File: config.mk
export PLATFORM = sky130hd
export DESIGN_NAME = mem_responder
export DESIGN_NICKNAME = d
export VERILOG_FILES = /design/src/rtl/dmg_bus_pkg.sv /design/src/rtl/hram_127x8.sv /design/src/rtl/mem_responder.sv
export SDC_FILE = /design/constraint.sdc
export NUM_CORES = 1
export LEC_CHECK = 0
export CORE_MARGIN = 2
export CORE_UTILIZATION = 41
export CTS_BUF_LIST = sky130_fd_sc_hd__clkbuf_4 sky130_fd_sc_hd__clkbuf_8
export DETAILED_ROUTE_END_ITERATION = 10
export GPL_ROUTABILITY_DRIVEN = 0
export PLACE_DENSITY = 0.7
export REMOVE_ABC_BUFFERS = 1
export SYNTH_ARGS = -nofsm -noshare
export SYNTH_HDL_FRONTEND = slang
export SYNTH_SLANG_ARGS = --single-unit
File: constraint.sdc
create_clock -name CLK -period 4.9 [get_ports CLK]
set_input_delay 1.225 -clock CLK [delete_from_list [all_inputs] [get_ports CLK]]
set_output_delay 1.225 -clock CLK [all_outputs]
set_load 0.1 [all_outputs]
File: src/rtl/dmg_bus_pkg.sv
// Shared bus definitions for the DMG memory responder.
// FSM state encoding plus fixed internal address map.
package dmg_bus_pkg;

    typedef enum logic [2:0] {
        IDLE,
        WAIT,
        EXT,
        DONE,
        RELEASE
    } state_t;

    localparam logic [15:0] HRAM_BASE = 16'hFF80;
    localparam logic [15:0] IE_ADDR   = 16'hFFFF;
    localparam logic [7:0]  OPEN_BUS  = 8'hFF;

    function automatic logic in_hram(input logic [15:0] a);
        return (a >= HRAM_BASE) && (a != IE_ADDR);
    endfunction

endpackage

File: src/rtl/hram_127x8.sv
// 127-byte high RAM: synchronous write, combinational read.
// Index 0x7F is not storage (it aliases IE in the address map).
module hram_127x8 (
    input  logic       CLK,
    input  logic       i_we,
    input  logic [6:0] i_waddr,
    input  logic [7:0] i_wdata,
    input  logic [6:0] i_raddr,
    output logic [7:0] o_rdata
);

    logic [7:0] r_mem [0:126];

    always_ff @(posedge CLK) begin
        if (i_we && (i_waddr != 7'h7F)) begin
            r_mem[i_waddr] <= i_wdata;
        end
    end

    assign o_rdata = (i_raddr == 7'h7F) ? 8'hFF : r_mem[i_raddr];

endmodule

File: src/rtl/mem_responder.sv
// Core-side memory responder: IE register, optional HRAM, external port.
// Define MEM_RESPONDER_HRAM_EN to serve FF80-FFFE from internal HRAM.
module mem_responder #(
    parameter int WAIT_CYCLES = 1,
    parameter int EXT_TIMEOUT = 255
) (
    input  logic        CLK,
    input  logic        SYNC_RES,
    input  logic [15:0] A,
    input  logic [7:0]  DOUT,
    input  logic        RD,
    input  logic        WR,
    output logic [7:0]  DIN,
    output logic        READY,
    output logic        TIMEOUT,
    output logic [15:0] EXT_A,
    output logic [7:0]  EXT_DO,
    input  logic [7:0]  EXT_DI,
    output logic        EXT_RD,
    output logic        EXT_WR,
    input  logic        EXT_ACK
);

    import dmg_bus_pkg::*;

    localparam logic [2:0] LP_WAIT    = 3'(WAIT_CYCLES);
    localparam logic [7:0] LP_TO_LAST = 8'(EXT_TIMEOUT - 1);
`ifdef MEM_RESPONDER_HRAM_EN
    localparam bit LP_HRAM = 1'b1;
`else
    localparam bit LP_HRAM = 1'b0;
`endif

    state_t      r_state;
    state_t      w_next;
    logic [15:0] r_addr;
    logic [7:0]  r_data;
    logic        r_wr;
    logic        r_int;
    logic        r_to;
    logic [7:0]  r_din;
    logic [7:0]  r_ie;
    logic [2:0]  r_wcnt;
    logic [7:0]  r_tcnt;

    logic        w_req;
    logic        w_is_int;
    logic [15:0] w_rd_addr;
    logic [7:0]  w_hram_rdata;
    logic [7:0]  w_int_rdata;
    logic        w_int_rd_done;
    logic        w_commit;

    assign w_req     = RD ^ WR;
    assign w_is_int  = (A == IE_ADDR) || (LP_HRAM && in_hram(A));
    // With zero wait states the read completes straight from IDLE,
    // before the address latch has been loaded.
    assign w_rd_addr = (r_state == IDLE) ? A : r_addr;
    assign w_int_rdata = (w_rd_addr == IE_ADDR) ? r_ie : w_hram_rdata;
    assign w_commit  = (r_state == DONE) && r_wr && r_int;

    assign w_int_rd_done = (w_next == DONE) &&
        (((r_state == IDLE) && RD) ||
         ((r_state == WAIT) && !r_wr));

`ifdef MEM_RESPONDER_HRAM_EN
    hram_127x8 u_hram (
        .CLK     (CLK),
        .i_we    (w_commit && (r_addr != IE_ADDR) && !SYNC_RES),
        .i_waddr (r_addr[6:0]),
        .i_wdata (r_data),
        .i_raddr (w_rd_addr[6:0]),
        .o_rdata (w_hram_rdata)
    );
`else
    assign w_hram_rdata = OPEN_BUS;
`endif

    always_ff @(posedge CLK) begin
        if (SYNC_RES) begin
            r_state <= IDLE;
        end else begin
            r_state <= w_next;
        end
    end

    always_comb begin
        w_next = r_state;
        unique case (r_state)
            IDLE: begin
                if (w_req) begin
                    if (!w_is_int) begin
                        w_next = EXT;
                    end else if (LP_WAIT == 3'd0) begin
                        w_next = DONE;
                    end else begin
                        w_next = WAIT;
                    end
                end
            end
            WAIT:    if (r_wcnt <= 3'd1) w_next = DONE;
            EXT:     if (EXT_ACK || (r_tcnt == LP_TO_LAST)) w_next = DONE;
            DONE:    w_next = RELEASE;
            RELEASE: if (!RD && !WR) w_next = IDLE;
            default: w_next = IDLE;
        endcase
    end

    always_ff @(posedge CLK) begin
        if (SYNC_RES) begin
            r_addr <= '0;
            r_data <= '0;
            r_wr   <= 1'b0;
            r_int  <= 1'b0;
            r_to   <= 1'b0;
            r_din  <= OPEN_BUS;
            r_ie   <= '0;
            r_wcnt <= '0;
            r_tcnt <= '0;
        end else begin
            if ((r_state == IDLE) && w_req) begin
                r_addr <= A;
                r_data <= DOUT;
                r_wr   <= WR;
                r_int  <= w_is_int;
                r_to   <= 1'b0;
                r_wcnt <= LP_WAIT;
                r_tcnt <= '0;
            end
            if (r_state == WAIT) begin
                r_wcnt <= r_wcnt - 3'd1;
            end
            if (r_state == EXT) begin
                if (EXT_ACK) begin
                    if (!r_wr) r_din <= EXT_DI;
                end else if (r_tcnt == LP_TO_LAST) begin
                    r_to <= 1'b1;
                    if (!r_wr) r_din <= OPEN_BUS;
                end else begin
                    r_tcnt <= r_tcnt + 8'd1;
                end
            end
            if (w_int_rd_done) begin
                r_din <= w_int_rdata;
            end
            if (w_commit && (r_addr == IE_ADDR)) begin
                r_ie <= r_data;
            end
        end
    end

    assign READY   = (r_state == DONE);
    assign TIMEOUT = READY && r_to;
    assign EXT_RD  = (r_state == EXT) && !r_wr;
    assign EXT_WR  = (r_state == EXT) && r_wr;
    assign EXT_A   = r_addr;
    assign EXT_DO  = r_data;
    assign DIN     = r_din;

endmodule

==> flow_metrics.py <==
metrics = {
    "outcome": {
        "outcome": "completed",
    },
    "sta": {
        "fin_crit_sh": 0.779,
        "setup_viol": 0,
        "drv_slew": 0,
        "setup_ws_ps": 1080,
        "clock_skew_ps": 10.5,
        "post-route-min-period_ps": 3820,
        "fmax_mhz": 262,
        "rsz0062_at_grt": "false",
        "final.setup.tns_ps": 0,
        "slew_headroom": 0.338,
        "final_hold_viol_count": 0,
        "tightest_slew_ps": 990,
    },
    "yosys": {
        "synth_area_sq_um": 2600,
        "ys.flop_type": "dfxtp_1",
        "yosys.cell_types.count": 44,
        "ys.warnings.count": 0,
        "synth-seq-cells": 57,
        "ys_seq_area_frac": 0.438,
        "synth_cells": 305,
        "synth_top_area_share": 0.438,
        "syn_area_per_cell_sq_um": 8.54,
        "synth_top_area_cell": "dfxtp_1",
        "synth.most_common_cell": "nand2_1",
        "yosys-top-cells-count": "63 x nand2_1, 57 x dfxtp_1, 37 x a21oi_1, 17 x nand2b_1, 16 x clkbuf_1",
        "synthArstFlopShare": 0,
        "synth_edf_count": 0,
        "netlist_top_cells_area": "dfxtp_1 44%, nand2_1 9.1%, a21oi_1 7.1%",
    },
    "global_route": {
        "grt_pass1_vias": 2275,
        "antenna_found_initial": 0,
        "grt_pass1_wl_um": 10800,
        "grt_use_total": 0.189,
        "grt_max_degree": 34,
        "gr-total-overflow": 0,
    },
    "cells_and_area": {
        "num_antenna_cells": 0,
        "nFillCells": 584,
        "utilization": 0.568,
        "finalInstanceArea_sq_um": 3540,
        "area_growth_syn_to_layout_pct": 36.1,
        "drive_gt1_frac": 0.0853,
        "nets": 412,
        "final_cells": 452,
    },
    "drt": {
        "drtAntennaViolNets": 0,
        "drt_iter0_drc": 132,
        "routedWlPerCell_um": 14.3,
        "routed_wl_um": 6480,
        "viasPerCell": 5.37,
        "num_vias": 2426,
        "drc": 0,
        "first_pass_iters": 4,
    },
    "placed_design": {
        "post-dp-hpwl_um": 4530,
        "placed_area_sq_um": 3360,
        "dp.cells": 437,
        "numPortBuffers": 72,
        "dpl_worst_slack_ps": 1370,
    },
    "power_and_ir_drop": {
        "vdd_ir_drop_max_v": 0.000214,
        "p_leak_nw": 1.29,
        "power_density_nw_per_um2": 379,
    },
    "floorplanning": {
        "core-area_sq_um": 6240,
        "placementRows": 29,
        "die-area_sq_um": 7010,
        "die_h_um": 83.7,
        "die_w_um": 83.7,
        "initial_core_util": 0.417,
        "pin_count": 73,
    },
    "clock_network": {
        "postCtsHoldBufs": 0,
        "clk_pin_slew_worst_paths_ps": 60,
        "cts.sinks": 57,
        "clock_latency_ps": 330,
        "cts.htree.levels": 3,
        "cts_setup_buffers": 0,
        "cts_tree": "built",
        "cts_root_buffer": "clkbuf_8",
        "cts_resized": 0,
        "numCtsBuffers": 9,
        "cts.path.max_buffers": 2,
    },
    "worst_setup_path": {
        "worst-setup-path-type": "flip-flop to output pin",
        "r2r-start": "r_state[1]",
        "required_ps": 3670,
        "rrSetupSlack_ps": 2770,
        "setup.worst_path.start": "r_state[0]",
        "critPathLaunchType": "flip-flop",
        "r2r_cells": 5,
        "worstPathMaxFanout": 11,
        "endpoint": "READY",
        "endpoint_kind": "output pin",
        "worstPathArrival_ps": 2590,
        "rr_endpoint": "DIN[2]",
    },
    "worst_hold_path": {
        "hold_class": "flip-flop to flip-flop",
    },
    "job": {
        "maxCapViolations": 0,
    },
}
==> cell usage in the layout, fill, tap and decap left out, drive strengths merged, types with 2 or more instances in the layout <==
cell type / instances
o311ai: 2
nor3b: 4
dfxtp: 57
nand3b: 2
o21a: 7
a21oi: 37
mux2i: 8
o211a: 7
nor4b: 4
or4b: 2
nor4: 3
nor2b: 3
o21ai: 3
clkdlybuf4s50: 70
nand3: 5
inv: 8
nand4: 9
nand2b: 17
clkbuf: 11
nand2: 63
buf: 6
ha: 4
clkinv: 3
mux2: 2
nor3: 6
nor2: 7
or4: 4
a211oi: 2
o32a: 7
==> sequential cells by signal, indices dropped and copies added (netlist names), 3 cells and up <==
signal	flops
DIN	8
r_tcnt	8
r_wcnt	3
EXT_DO	8
r_ie	8
r_state	3
EXT_A	16
==> worst max-delay path: stages (launching register included) <==
cell and delay (ps):
dfxtp_1 580, nor2b_1 300, nand2_1 170, inv_1 90, clkdlybuf4s50_1 1120
==> final cells by class <==
type                    count  area, sq um  share of cell area
clock inverters             4         45.0              0.0127
inverters                   8         30.0             0.00847
well taps                  77         96.3              0.0272
clock buffers              11          139              0.0392
repair buffers             76          743               0.210
multi-input cells         219         1350               0.381
flip-flops and latches     57         1140               0.322
==> how the worst min path moves through the flow <==
stage	start	end	slack [ps]	cells after the start
5_1_grt	r_int	r_int	480	2
3_5_place_dp	r_int	r_int	450	2
6_report	r_int	r_int	460	2
2_1_floorplan	r_int	r_int	430	2
3_3_place_gp	r_int	r_int	450	2
4_1_cts	r_int	r_int	460	2
==> report_power, final <==
group,switching [mW],internal (mW)
Combinational,0.285,0.118
Clock,0.179,0.241
Sequential,0.0293,0.493
==> kinds of logic (layout without fill, tap and decap cells) <==
family,count (synthesis),in the layout,synth area share
simple gates,131,131,0.266
flops,57,57,0.438
fa+ha+maj,4,4,0.0192
compound gates,73,73,0.188
mux,10,10,0.0394
buf+inv,29,99,0.0461
xor+xnor,1,1,0.00336
==> metal layers <==
layer,share of wire,up-vias,global-route usage
met1,0.45,1136,0.244
met2,0.48,59,0.305
met5,0,-,0
li1,-,1219,-
met4,0.017,0,0.0777
met3,0.053,12,0.0406
==> per-stage QoR <==
step	power (mW)	hold WS (ps)
after floorplan	0.811	431
after global placement	0.933	448
after detailed placement	0.937	450
after CTS	1.36	459
after global routing	1.40	478
final	1.35	458
(Power assumes the default switching activity.)
